<file path="config.mk">
export PLATFORM = sky130hd
export DESIGN_NAME = mem_ctrl_flat
export DESIGN_NICKNAME = d
export VERILOG_FILES = /design/src/rtl/mem_ctrl_if.sv /design/src/rtl/mem_ctrl.sv /design/src/flat_wrapper.sv
export SDC_FILE = /design/constraint.sdc
export NUM_CORES = 1
export LEC_CHECK = 0
export ABC_AREA = 1
export CAP_MARGIN = 15
export CORE_MARGIN = 4
export CORE_UTILIZATION = 58
export DETAILED_ROUTE_END_ITERATION = 10
export PLACE_DENSITY_LB_ADDON = 0.2
export SETUP_SLACK_MARGIN = 0.05
export SLEW_MARGIN = 0
export SYNTH_ARGS = -nofsm -noshare
export SYNTH_HDL_FRONTEND = slang
export SYNTH_SLANG_ARGS = --single-unit
</file>
<file path="constraint.sdc">
create_clock -name clk_in -period 8.3 [get_ports clk_in]
set_clock_uncertainty 0.15 [all_clocks]
set_input_delay 1.245 -clock clk_in [delete_from_list [all_inputs] [get_ports clk_in]]
set_output_delay 1.245 -clock clk_in [all_outputs]
set_load 0.005 [all_outputs]
</file>
<file path="src/rtl/mem_ctrl_if.sv">
// Signal bundle between mem_ctrl, the byte-serial RAM/IO port and its two requesters.
// slave is the controller's view; master is the view of the RAM and requesters around it.
interface mem_ctrl_if #(parameter int ADDR_W = 32);
   logic [7:0]        mem_din;
   logic [7:0]        mem_dout;
   logic [ADDR_W-1:0] mem_a;
   logic              mem_wr;
   logic              io_buffer_full;
   logic              clear;
   logic              if_req;
   logic [ADDR_W-1:0] if_addr;
   logic [31:0]       if_data;
   logic              if_ready;
   logic              ls_req;
   logic              ls_we;
   logic [ADDR_W-1:0] ls_addr;
   logic [1:0]        ls_size;
   logic [31:0]       ls_wdata;
   logic [31:0]       ls_rdata;
   logic              ls_ready;

   modport slave (
      input  mem_din, io_buffer_full, clear, if_req, if_addr,
             ls_req, ls_we, ls_addr, ls_size, ls_wdata,
      output mem_dout, mem_a, mem_wr, if_data, if_ready, ls_rdata, ls_ready
   );

   modport master (
      output mem_din, io_buffer_full, clear, if_req, if_addr,
             ls_req, ls_we, ls_addr, ls_size, ls_wdata,
      input  mem_dout, mem_a, mem_wr, if_data, if_ready, ls_rdata, ls_ready
   );
endinterface

</file>
<file path="src/rtl/mem_ctrl.sv">
// Byte-serial RAM/IO port owner: assembles little-endian instruction/data words from
// byte reads, splits stores into byte writes, and arbitrates load-store over fetch.
module mem_ctrl #(
   parameter logic [1:0] IO_HI  = 2'b11,
   parameter int         ADDR_W = 32
) (
   input  logic      clk_in,
   input  logic      rst_in,
   input  logic      rdy_in,
   mem_ctrl_if.slave bus
);
   typedef enum logic [1:0] {IDLE, IF_RD, LS_RD, LS_WR} state_t;

   state_t            state_q;
   logic [2:0]        cnt_q;
   logic [2:0]        idx_q;
   logic [2:0]        nbytes_q;
   logic              iss_q;
   logic              rdy_prev_q;
   logic [ADDR_W-1:0] base_q;
   logic [ADDR_W-1:0] mem_a_q;
   logic [7:0]        mem_dout_q;
   logic              mem_wr_q;
   logic [31:0]       buf_q;
   logic [31:0]       wdata_q;
   logic [31:0]       if_data_q;
   logic [31:0]       ls_rdata_q;
   logic              if_ready_q;
   logic              ls_ready_q;

   logic              got_d;
   logic              done_d;
   logic              io_blk_d;
   logic [2:0]        cnt_d;
   logic [31:0]       buf_d;

   function automatic logic [2:0] n_of(input logic [1:0] size);
      case (size)
         2'd0:    n_of = 3'd1;
         2'd1:    n_of = 3'd2;
         default: n_of = 3'd4;
      endcase
   endfunction

   // mem_din carries byte cnt_q only if the previous cycle issued exactly that byte with rdy high
   always_comb begin
      got_d    = (state_q == IF_RD || state_q == LS_RD) && iss_q && rdy_prev_q;
      buf_d    = buf_q;
      if (got_d) buf_d[{cnt_q[1:0], 3'b000} +: 8] = bus.mem_din;
      cnt_d    = got_d ? cnt_q + 3'd1 : cnt_q;
      done_d   = got_d && (cnt_d == nbytes_q);
      io_blk_d = (mem_a_q[17:16] == IO_HI) && bus.io_buffer_full;
   end

   assign bus.mem_wr   = mem_wr_q && rdy_in && !io_blk_d;
   assign bus.mem_a    = mem_a_q;
   assign bus.mem_dout = mem_dout_q;
   assign bus.if_data  = if_data_q;
   assign bus.if_ready = if_ready_q;
   assign bus.ls_rdata = ls_rdata_q;
   assign bus.ls_ready = ls_ready_q;

   always_ff @(posedge clk_in or negedge rst_in) begin
      if (!rst_in) begin
         state_q    <= IDLE;
         cnt_q      <= '0;
         idx_q      <= '0;
         nbytes_q   <= '0;
         iss_q      <= 1'b0;
         rdy_prev_q <= 1'b0;
         base_q     <= '0;
         mem_a_q    <= '0;
         mem_dout_q <= '0;
         mem_wr_q   <= 1'b0;
         buf_q      <= '0;
         wdata_q    <= '0;
         if_data_q  <= '0;
         ls_rdata_q <= '0;
         if_ready_q <= 1'b0;
         ls_ready_q <= 1'b0;
      end else if (!rdy_in) begin
         rdy_prev_q <= 1'b0;
      end else begin
         rdy_prev_q <= 1'b1;
         if_ready_q <= 1'b0;
         ls_ready_q <= 1'b0;
         case (state_q)
            IDLE: begin
               // the cycle carrying a ready pulse still sees the old request, so skip it
               if (!if_ready_q && !ls_ready_q) begin
                  if (bus.ls_req) begin
                     base_q   <= bus.ls_addr;
                     mem_a_q  <= bus.ls_addr;
                     cnt_q    <= '0;
                     idx_q    <= '0;
                     iss_q    <= 1'b0;
                     buf_q    <= '0;
                     nbytes_q <= n_of(bus.ls_size);
                     if (bus.ls_we) begin
                        state_q    <= LS_WR;
                        wdata_q    <= bus.ls_wdata;
                        mem_dout_q <= bus.ls_wdata[7:0];
                        mem_wr_q   <= 1'b1;
                     end else begin
                        state_q <= LS_RD;
                     end
                  end else if (bus.if_req && !bus.clear) begin
                     state_q  <= IF_RD;
                     base_q   <= bus.if_addr;
                     mem_a_q  <= bus.if_addr;
                     cnt_q    <= '0;
                     idx_q    <= '0;
                     iss_q    <= 1'b0;
                     buf_q    <= '0;
                     nbytes_q <= 3'd4;
                  end
               end
            end
            IF_RD, LS_RD: begin
               buf_q <= buf_d;
               cnt_q <= cnt_d;
               if (state_q == IF_RD && bus.clear) begin
                  state_q <= IDLE;
               end else if (done_d) begin
                  state_q <= IDLE;
                  if (state_q == IF_RD) begin
                     if_data_q  <= buf_d;
                     if_ready_q <= 1'b1;
                  end else begin
                     ls_rdata_q <= buf_d;
                     ls_ready_q <= 1'b1;
                  end
               end else if (idx_q == cnt_d) begin
                  iss_q <= 1'b1;
                  if (idx_q + 3'd1 != nbytes_q) begin
                     idx_q   <= idx_q + 3'd1;
                     mem_a_q <= mem_a_q + ADDR_W'(1);
                  end
               end else begin
                  // a byte was lost to a pause: step the address back to the first missing one
                  iss_q   <= 1'b0;
                  idx_q   <= cnt_d;
                  mem_a_q <= base_q + ADDR_W'(cnt_d);
               end
            end
            LS_WR: begin
               if (!io_blk_d) begin
                  if (cnt_q + 3'd1 == nbytes_q) begin
                     state_q    <= IDLE;
                     mem_wr_q   <= 1'b0;
                     ls_ready_q <= 1'b1;
                  end else begin
                     cnt_q      <= cnt_q + 3'd1;
                     mem_a_q    <= mem_a_q + ADDR_W'(1);
                     mem_dout_q <= wdata_q[{cnt_q[1:0] + 2'd1, 3'b000} +: 8];
                  end
               end
            end
         endcase
      end
   end
endmodule

</file>
<file path="src/flat_wrapper.sv">
// flat-port wrapper written by rule: the top's interface ports become plain ports
module mem_ctrl_flat 
#(
   parameter logic [1:0] IO_HI  = 2'b11,
   parameter int         ADDR_W = 32
)
  (clk_in, rst_in, rdy_in, bus_mem_din, bus_io_buffer_full, bus_clear, bus_if_req, bus_if_addr, bus_ls_req, bus_ls_we, bus_ls_addr, bus_ls_size, bus_ls_wdata, bus_mem_dout, bus_mem_a, bus_mem_wr, bus_if_data, bus_if_ready, bus_ls_rdata, bus_ls_ready);
  mem_ctrl_if #(.ADDR_W(ADDR_W)) bus_i ();
  input  logic clk_in;
  input  logic rst_in;
  input  logic rdy_in;
  input wire logic [$bits(bus_i.mem_din)-1:0] bus_mem_din;
  input wire logic [$bits(bus_i.io_buffer_full)-1:0] bus_io_buffer_full;
  input wire logic [$bits(bus_i.clear)-1:0] bus_clear;
  input wire logic [$bits(bus_i.if_req)-1:0] bus_if_req;
  input wire logic [$bits(bus_i.if_addr)-1:0] bus_if_addr;
  input wire logic [$bits(bus_i.ls_req)-1:0] bus_ls_req;
  input wire logic [$bits(bus_i.ls_we)-1:0] bus_ls_we;
  input wire logic [$bits(bus_i.ls_addr)-1:0] bus_ls_addr;
  input wire logic [$bits(bus_i.ls_size)-1:0] bus_ls_size;
  input wire logic [$bits(bus_i.ls_wdata)-1:0] bus_ls_wdata;
  output wire logic [$bits(bus_i.mem_dout)-1:0] bus_mem_dout;
  output wire logic [$bits(bus_i.mem_a)-1:0] bus_mem_a;
  output wire logic [$bits(bus_i.mem_wr)-1:0] bus_mem_wr;
  output wire logic [$bits(bus_i.if_data)-1:0] bus_if_data;
  output wire logic [$bits(bus_i.if_ready)-1:0] bus_if_ready;
  output wire logic [$bits(bus_i.ls_rdata)-1:0] bus_ls_rdata;
  output wire logic [$bits(bus_i.ls_ready)-1:0] bus_ls_ready;
  assign bus_i.mem_din = bus_mem_din;
  assign bus_i.io_buffer_full = bus_io_buffer_full;
  assign bus_i.clear = bus_clear;
  assign bus_i.if_req = bus_if_req;
  assign bus_i.if_addr = bus_if_addr;
  assign bus_i.ls_req = bus_ls_req;
  assign bus_i.ls_we = bus_ls_we;
  assign bus_i.ls_addr = bus_ls_addr;
  assign bus_i.ls_size = bus_ls_size;
  assign bus_i.ls_wdata = bus_ls_wdata;
  assign bus_mem_dout = bus_i.mem_dout;
  assign bus_mem_a = bus_i.mem_a;
  assign bus_mem_wr = bus_i.mem_wr;
  assign bus_if_data = bus_i.if_data;
  assign bus_if_ready = bus_i.if_ready;
  assign bus_ls_rdata = bus_i.ls_rdata;
  assign bus_ls_ready = bus_i.ls_ready;
  mem_ctrl #(.IO_HI(IO_HI), .ADDR_W(ADDR_W)) u_core (.clk_in(clk_in), .rst_in(rst_in), .rdy_in(rdy_in), .bus(bus_i));
endmodule
</file>
* Yosys cells after proc, flatten, opt, wreduce, memory -nomap -nowiden
Index checks and enable logic that the tools add are counted.
** Cells by class
- Shift operators :: 3
- Equal/unequal tests :: 20
- Add/sub/neg operators :: 6
- Reductions and logical operators :: 32
- Mux-type cells :: 70
- Bitwise operators :: 2
** Operator list (count)
- two-way mux 32 bit :: 13
- one-hot mux 32 bit (3 select lines) :: 1
- one-hot mux 32 bit (2 select lines) :: 1
- two-way mux 8 bit :: 5
- two-way mux 3 bit :: 12
- adder 32 x 1 -> 32 bit (second input constant) :: 1
- adder 32 x 3 -> 32 bit :: 1
- bitwise mux 32 bit :: 1
- variable shift 8 x 7 -> 32 bit (first input constant) :: 1
- indexed part select 32 x 6 -> 8 bit :: 1
- indexed part select 8 x 7 -> 32 bit :: 1
- two-way mux 1 bit :: 22
- AND reduction 7 bit :: 3
- AND reduction 5 bit :: 4
- one-hot mux 8 bit (2 select lines) :: 1
- two-way mux 2 bit :: 7
- inequality test 2 bit (second input constant) :: 6
- one-hot mux 3 bit (2 select lines) :: 2
- AND reduction 6 bit :: 2
- == test 3 bit :: 3
- logical AND 1 bit :: 9
- one-hot mux 3 bit (3 select lines) :: 1
- AND reduction 4 bit :: 2
- AND reduction 8 bit :: 1
- 18 further kinds :: 32
** Word-level totals
- Register bits after elaboration :: 216
- Logic and storage cells :: 149
- Input bits :: 114

* Longest topological paths before layout
- Depth after elaboration :: 10
- Mapped depth :: 21
- Mapped depth without buffers :: 21

* Worst setup path before layout
No wires, ideal clock.
- Kind :: reg2reg
- Start point :: register u_core.cnt_q[0]
- End point :: register u_core.mem_a_q[14], in the netlist u_core.bus.mem_a[14]
- Setup time :: 0.120 ns
- Stages on the path, launching flop included :: 18
- Arrival :: 2.859 ns
- Setup slack :: 5.171 ns
- Path through :: dfrtp_1 -> buf_4 -> inv_2 -> clkbuf_1 -> ha_1 -> buf_2 -> nand4_1 -> nand2_2 -> fa_1 -> nand2_1 -> nand2_1 -> nand3_1 -> nor2_1 -> xor2_1 -> nand3_1 -> nand2_1 -> o21ai_1 -> nand2_1
** On the way
- Word-level cells in the longest chain between the ends :: 7
** Ends and longest elaborated chain
- start, declared :: line mem_ctrl.sv:15 : logic [2:0] cnt_q;
- start signal, assigned :: line mem_ctrl.sv:121 : cnt_q <= cnt_d;
- start signal, assigned :: line mem_ctrl.sv:153 : cnt_q <= cnt_q + 3'd1;
- adder 3 x 1 -> 3 bit :: line mem_ctrl.sv:50, mem_ctrl.sv:148
- two-way mux 3 bit :: line mem_ctrl.sv:50 : cnt_d = got_d ? cnt_q + 3'd1 : cnt_q;
- adder 32 x 3 -> 32 bit or == test 3 bit (tied branches) :: line mem_ctrl.sv:143, mem_ctrl.sv:133
- two-way mux 32 bit :: line mem_ctrl.sv:133 : end else if (idx_q == cnt_d) begin
- two-way mux 32 bit :: line mem_ctrl.sv:124 : end else if (done_d) begin
- two-way mux 32 bit :: line mem_ctrl.sv:122 : if (state_q == IF_RD && bus.clear) begin
- one-hot mux 32 bit (3 select lines) :: line mem_ctrl.sv:87 : case (state_q)
- end signal, assigned :: line mem_ctrl.sv:93 : mem_a_q <= bus.ls_addr;
- end signal, assigned :: line mem_ctrl.sv:137 : mem_a_q <= mem_a_q + ADDR_W'(1);
- end signal, assigned :: line mem_ctrl.sv:143 : mem_a_q <= base_q + ADDR_W'(cnt_d);
- end, declared :: line mem_ctrl.sv:21 : logic [ADDR_W-1:0] mem_a_q;
Several ways; a longest one is shown, not always the timed one. The select of a mux whose other input is x is not followed.
A chain may end at the register's enable or synchronous reset.

* Worst setup path after layout
- Start point :: input port bus_ls_req
- End point :: register u_core.mem_a_q[6], in the netlist u_core.bus.mem_a[6]
** On the way
- Word-level cells in the longest chain between the ends :: 3
** Ends and longest elaborated chain
- start, declared :: line flat_wrapper.sv:17 : input wire logic [$bits(bus_i.ls_req)-1:0] bus_ls_req;
- two-way mux 32 bit :: line mem_ctrl.sv:91 : if (bus.ls_req) begin
- two-way mux 32 bit :: line mem_ctrl.sv:90 : if (!if_ready_q && !ls_ready_q) begin
- one-hot mux 32 bit (3 select lines) :: line mem_ctrl.sv:87
- end signal, assigned :: line mem_ctrl.sv:93
- end signal, assigned :: line mem_ctrl.sv:110 : mem_a_q <= bus.if_addr;
- end signal, assigned :: line mem_ctrl.sv:137
Several ways; a longest one is shown, not always the timed one. The select of a mux whose other input is x is not followed.

==> run summary <==
GLOBAL ROUTE
--------------------------------------------------------------------------------------------------------
Sum of overflow across all layers after global routing                                                 0
Largest net degree at the start of global routing                                                     86
Wire length of the first global-routing pass                                                     58.2 mm
Antenna violations before repair                                                                       0
Combined global-route utilization of all metal layers                                              29.8%
Number of global-route vias before repair                                                          11.4k

SETUP PATH
--------------------------------------------------------------------------------------------------------
Endpoint of the worst setup timing path                                                     u_core.bus.mem_a[6]
Worst path slowest cell                                                                     sky130_fd_sc_hd__nand2_2
Crit path top cell by count                                                                 sky130_fd_sc_hd__nand2_1
Data required, critical path                                                                     8.55 ns
Largest driver fanout on the critical path                                                            61
Worst setup startpoint                                                                        bus_ls_req
CP Capture Type                                                                                     flop
Path depth of the worst reg2reg path                                                                  14
Kind of cell adding the most delay to the critical path                                     simple AND/OR/NAND/NOR gates
Levels on crit path                                                                                   13
Reg2Reg Launch Point                                                                        u_core.cnt_q[1]
Buffer and inverter count on the worst path                                                            4
Cells traversed along the worst timing path                                                 clkdlybuf4s50_1, buf_4, inv_2, nand2_1, nand3_1, o21a_1, nor2_2, nand2_1, nor2_1, nand2_2, inv_1, nand3_1, nand2_1
Reg-to-reg slack, setup                                                                          4.09 ns
Kind of start point of the critical path                                                      input port
Slowest stage delay, CP                                                                          0.80 ns
Worst setup path class                                                                            in2reg
Data arrival time of the critical path                                                           5.00 ns
Critical R2R Capture                                                                        u_core.bus.mem_a[6]

FLOORPLAN
--------------------------------------------------------------------------------------------------------
Starting utilization of the core area                                                              58.8%
Die Area                                                                                     23,700 um^2
Overall die width                                                                                 154 um
Core Region                                                                                  21,000 um^2
Num rows                                                                                              53
Y dimension of the die                                                                            154 um
Number of top-level pins                                                                             221

FINISH
--------------------------------------------------------------------------------------------------------
Most frequent cells in the layout                                                           sky130_fd_sc_hd__nand2_1, sky130_fd_sc_hd__clkdlybuf4s50_1, sky130_fd_sc_hd__o21ai_0, sky130_fd_sc_hd__dfrtp_1, sky130_fd_sc_hd__nor2_1
Filler cells                                                                                       1,666
Proportion of layout cells with a drive suffix above 1                                             4.88%
Area of all sequential standard cells                                                          5410 um^2
Diode insertion count for antenna repair                                                               0
Layout Cells excl Fill                                                                             2,181
Area taken by multi-input logic gates                                                          6080 um^2
Area growth syn-to-layout                                                                          24.5%
Leading cell type in the layout, fill and taps excluded                                     sky130_fd_sc_hd__nand2_1
# nets final                                                                                       2,022

YOSYS
--------------------------------------------------------------------------------------------------------
Syn nets                                                                                           1,846
Ys Warns                                                                                               0
Number of instances in the synthesized netlist                                                     1,714
Number of storage elements in the synthesis netlist                                                  216
Fraction of the yosys area taken by sequential cells                                               43.7%
Count of cell types in the netlist                                                                    35
Area of the mapped netlist                                                                   12,400 um^2
Post-Synthesis Mean Instance Area                                                              7.22 um^2

PLACED DESIGN
--------------------------------------------------------------------------------------------------------
Worst-case setup slack after placement                                                           3.15 ns
Routability Congestion                                                                              1.02
Total of buffers placed on input and output ports                                                    220
Post-placement cell count                                                                          2,139
Sum of net half-perimeters after detailed placement                                              26.3 mm

TIMING
--------------------------------------------------------------------------------------------------------
Setup TNS                                                                                           0 ns
Fmax achieved                                                                                  0.210 GHz
Worst slew pin tran                                                                              1.11 ns
Final Slew Violations                                                                                  0
Fin crit period                                                                                  4.75 ns
RSZ-0062 raised after global routing                                                                  no
Final setup violation count                                                                            0
Final worst-path setup slack                                                                     3.55 ns
Slew Limit Headroom                                                                                26.0%
Final hold vios                                                                                        0
Portion of the clock cycle consumed by the worst path in the final layout                          57.3%

CTS
--------------------------------------------------------------------------------------------------------
CTS tree                                                                                             yes
Clock insertion delay at the later pin of the skew report                                        0.53 ns
Root buf cell                                                                               sky130_fd_sc_hd__clkbuf_16
Total of cells resized after clock tree synthesis                                                      0
Clock sinks                                                                                          216
Hold-fix buffers, CTS                                                                                  0
Clock Tree Buf Depth                                                                                   3
Post-CTS clock slew at the launch and capture registers of the worst setup and hold paths        0.06 ns
Number of setup buffers added after CTS                                                                0
H-tree levels                                                                                          1
Number of clock buffers inserted by TritonCTS                                                         23

STATUS
--------------------------------------------------------------------------------------------------------
Outcome                                                                                        completed

DRT
--------------------------------------------------------------------------------------------------------
Number of nets still failing antenna checks after routing                                              0
Vias                                                                                               12.2k
DRC errors left                                                                                        0
Final routed wirelength across all metal layers                                                  36.0 mm
First-pass iteration count of the detailed router                                                      6
Detailed-route vias per instance                                                                    5.60
DRT iter0 DRCs                                                                                     1,240
Routed length per placed instance                                                                16.5 um

POWER AND IR DROP
--------------------------------------------------------------------------------------------------------
Leakage dissipation                                                                           0.00696 uW
Ratio of total power to cell area                                                            296 nW/um^2
Max VDD drop                                                                                  0.000202 V

FLOW RUN
--------------------------------------------------------------------------------------------------------
Reported max-cap violation count                                                                       0

MIN PATH
--------------------------------------------------------------------------------------------------------
Class of the tightest hold or removal check                                                      reg2reg

[layout make-up]
cell class	instances	area share [%]
clock buffers	33	4.37
clock inverters	8	0.723
inverters	132	3.22
multi-input cells	1287	39.4
flip-flops and latches	216	35.1
well taps	275	2.23
repair buffers	230	14.9
[flip-flops by register name (all words and copies together) (netlist names)]
name,flops
u_core.base_q,32
u_core.buf_q,32
u_core.bus.if_data,32
u_core.bus.if_ready,1
u_core.bus.ls_rdata,32
u_core.bus.ls_ready,1
u_core.bus.mem_a,32
u_core.bus.mem_dout,8
u_core.cnt_q,3
u_core.idx_q,3
u_core.iss_q,1
u_core.mem_wr_q,1
u_core.nbytes_q,3
u_core.rdy_prev_q,1
u_core.state_q,2
u_core.wdata_q,32
[logic make-up (layout without fill, tap and decap cells)]
logic type	Yosys count	after routing	share of synthesized area (%)
and+or+nand+nor	902	902	29.5
buffers and inverters	211	403	7.25
muxes	24	24	2.18
xor gates and xnor gates	43	43	3.04
adders and majority gates	18	18	1.88
DFF	216	216	43.7
AOI/OAI and AO/OA	300	300	12.4
[worst reg2reg max path: stages (launching register included)]
cell,delay (ns)
sky130_fd_sc_hd__dfrtp_1,0.46
sky130_fd_sc_hd__inv_1,0.17
sky130_fd_sc_hd__ha_1,0.83
sky130_fd_sc_hd__inv_1,0.30
sky130_fd_sc_hd__nand2_1,0.14
sky130_fd_sc_hd__nand3_1,0.07
sky130_fd_sc_hd__nand2_1,0.09
sky130_fd_sc_hd__inv_1,0.07
sky130_fd_sc_hd__nand3_4,0.22
sky130_fd_sc_hd__clkinv_2,0.25
sky130_fd_sc_hd__nand2_1,0.17
sky130_fd_sc_hd__nand2_2,0.63
sky130_fd_sc_hd__inv_1,0.38
sky130_fd_sc_hd__nand3_1,0.12
sky130_fd_sc_hd__nand2_1,0.10
[worst min path at each step]
stage | from | to | slack [ns] | cells after the start
CTS | u_core.bus.if_data[10] | u_core.bus.if_data[10] | 0.34 | 2
detailed placement | u_core.bus.ls_rdata[16] | u_core.bus.ls_rdata[16] | 0.32 | 2
floorplan | u_core.wdata_q[0] | u_core.wdata_q[0] | 0.30 | 2
finish | u_core.bus.ls_rdata[22] | u_core.bus.ls_rdata[22] | 0.33 | 2
global placement | u_core.bus.ls_rdata[22] | u_core.bus.ls_rdata[22] | 0.32 | 2
global route | u_core.bus.ls_rdata[24] | u_core.bus.ls_rdata[24] | 0.35 | 2
[metal layers]
layer | track usage [%] | routed length, um
met4 | 7.32 | 766
met1 | 44.6 | 15600
met3 | 7.80 | 4290
met2 | 43.7 | 15300
met5 | 0 | 0
[power breakdown]
group,switching (uW),leakage (uW),internal [uW]
sequential,315,0.00281,1330
combinational,1130,0.00377,713
clock,433,0.000385,630
[stage by stage]
step	cell area, um^2	power [uW]	util, %	hold WS [ns]
global route	15400	4860	73.3	0.351
detailed placement	14600	3450	69.4	0.322
floorplan	12400	2800	-	0.303
finish	15400	4550	73.3	0.333
CTS	15400	4530	73.2	0.338
global placement	14600	3400	69.4	0.316
[synthesized netlist by cell type]
master	count	area [um^2]
sky130_fd_sc_hd__o22ai_1	14	87.6
sky130_fd_sc_hd__xor2_1	23	201
sky130_fd_sc_hd__or2_2	3	18.8
sky130_fd_sc_hd__nand3b_1	1	7.51
sky130_fd_sc_hd__or2_1	1	6.26
sky130_fd_sc_hd__clkbuf_1	50	188
sky130_fd_sc_hd__nor2_2	1	6.26
sky130_fd_sc_hd__buf_6	9	101
sky130_fd_sc_hd__nand4_1	15	93.8
sky130_fd_sc_hd__nand4_2	1	12.5
sky130_fd_sc_hd__fa_1	1	20.0
sky130_fd_sc_hd__inv_2	4	15.0
sky130_fd_sc_hd__nand3_4	1	17.5
sky130_fd_sc_hd__o21ai_0	216	1080
sky130_fd_sc_hd__inv_1	127	477
sky130_fd_sc_hd__nand3_1	115	576
sky130_fd_sc_hd__buf_1	3	11.3
sky130_fd_sc_hd__nor2_4	2	22.5
sky130_fd_sc_hd__ha_1	17	213
sky130_fd_sc_hd__clkinv_2	1	5.00
sky130_fd_sc_hd__mux2_2	24	270
sky130_fd_sc_hd__nand2_2	6	37.5
sky130_fd_sc_hd__dfrtp_1	216	5410
sky130_fd_sc_hd__nand3_2	1	10.0
sky130_fd_sc_hd__nor3_1	8	40.0
sky130_fd_sc_hd__buf_4	6	45.0
sky130_fd_sc_hd__o31ai_1	1	7.51
sky130_fd_sc_hd__buf_2	11	55.1
sky130_fd_sc_hd__nand2_1	567	2130
sky130_fd_sc_hd__o21a_1	1	7.51
sky130_fd_sc_hd__a21oi_1	30	150
sky130_fd_sc_hd__a31oi_1	10	62.6
sky130_fd_sc_hd__o21ai_1	28	140
sky130_fd_sc_hd__nor2_1	180	676
sky130_fd_sc_hd__xnor2_1	20	175
(Power assumes the default switching activity.)
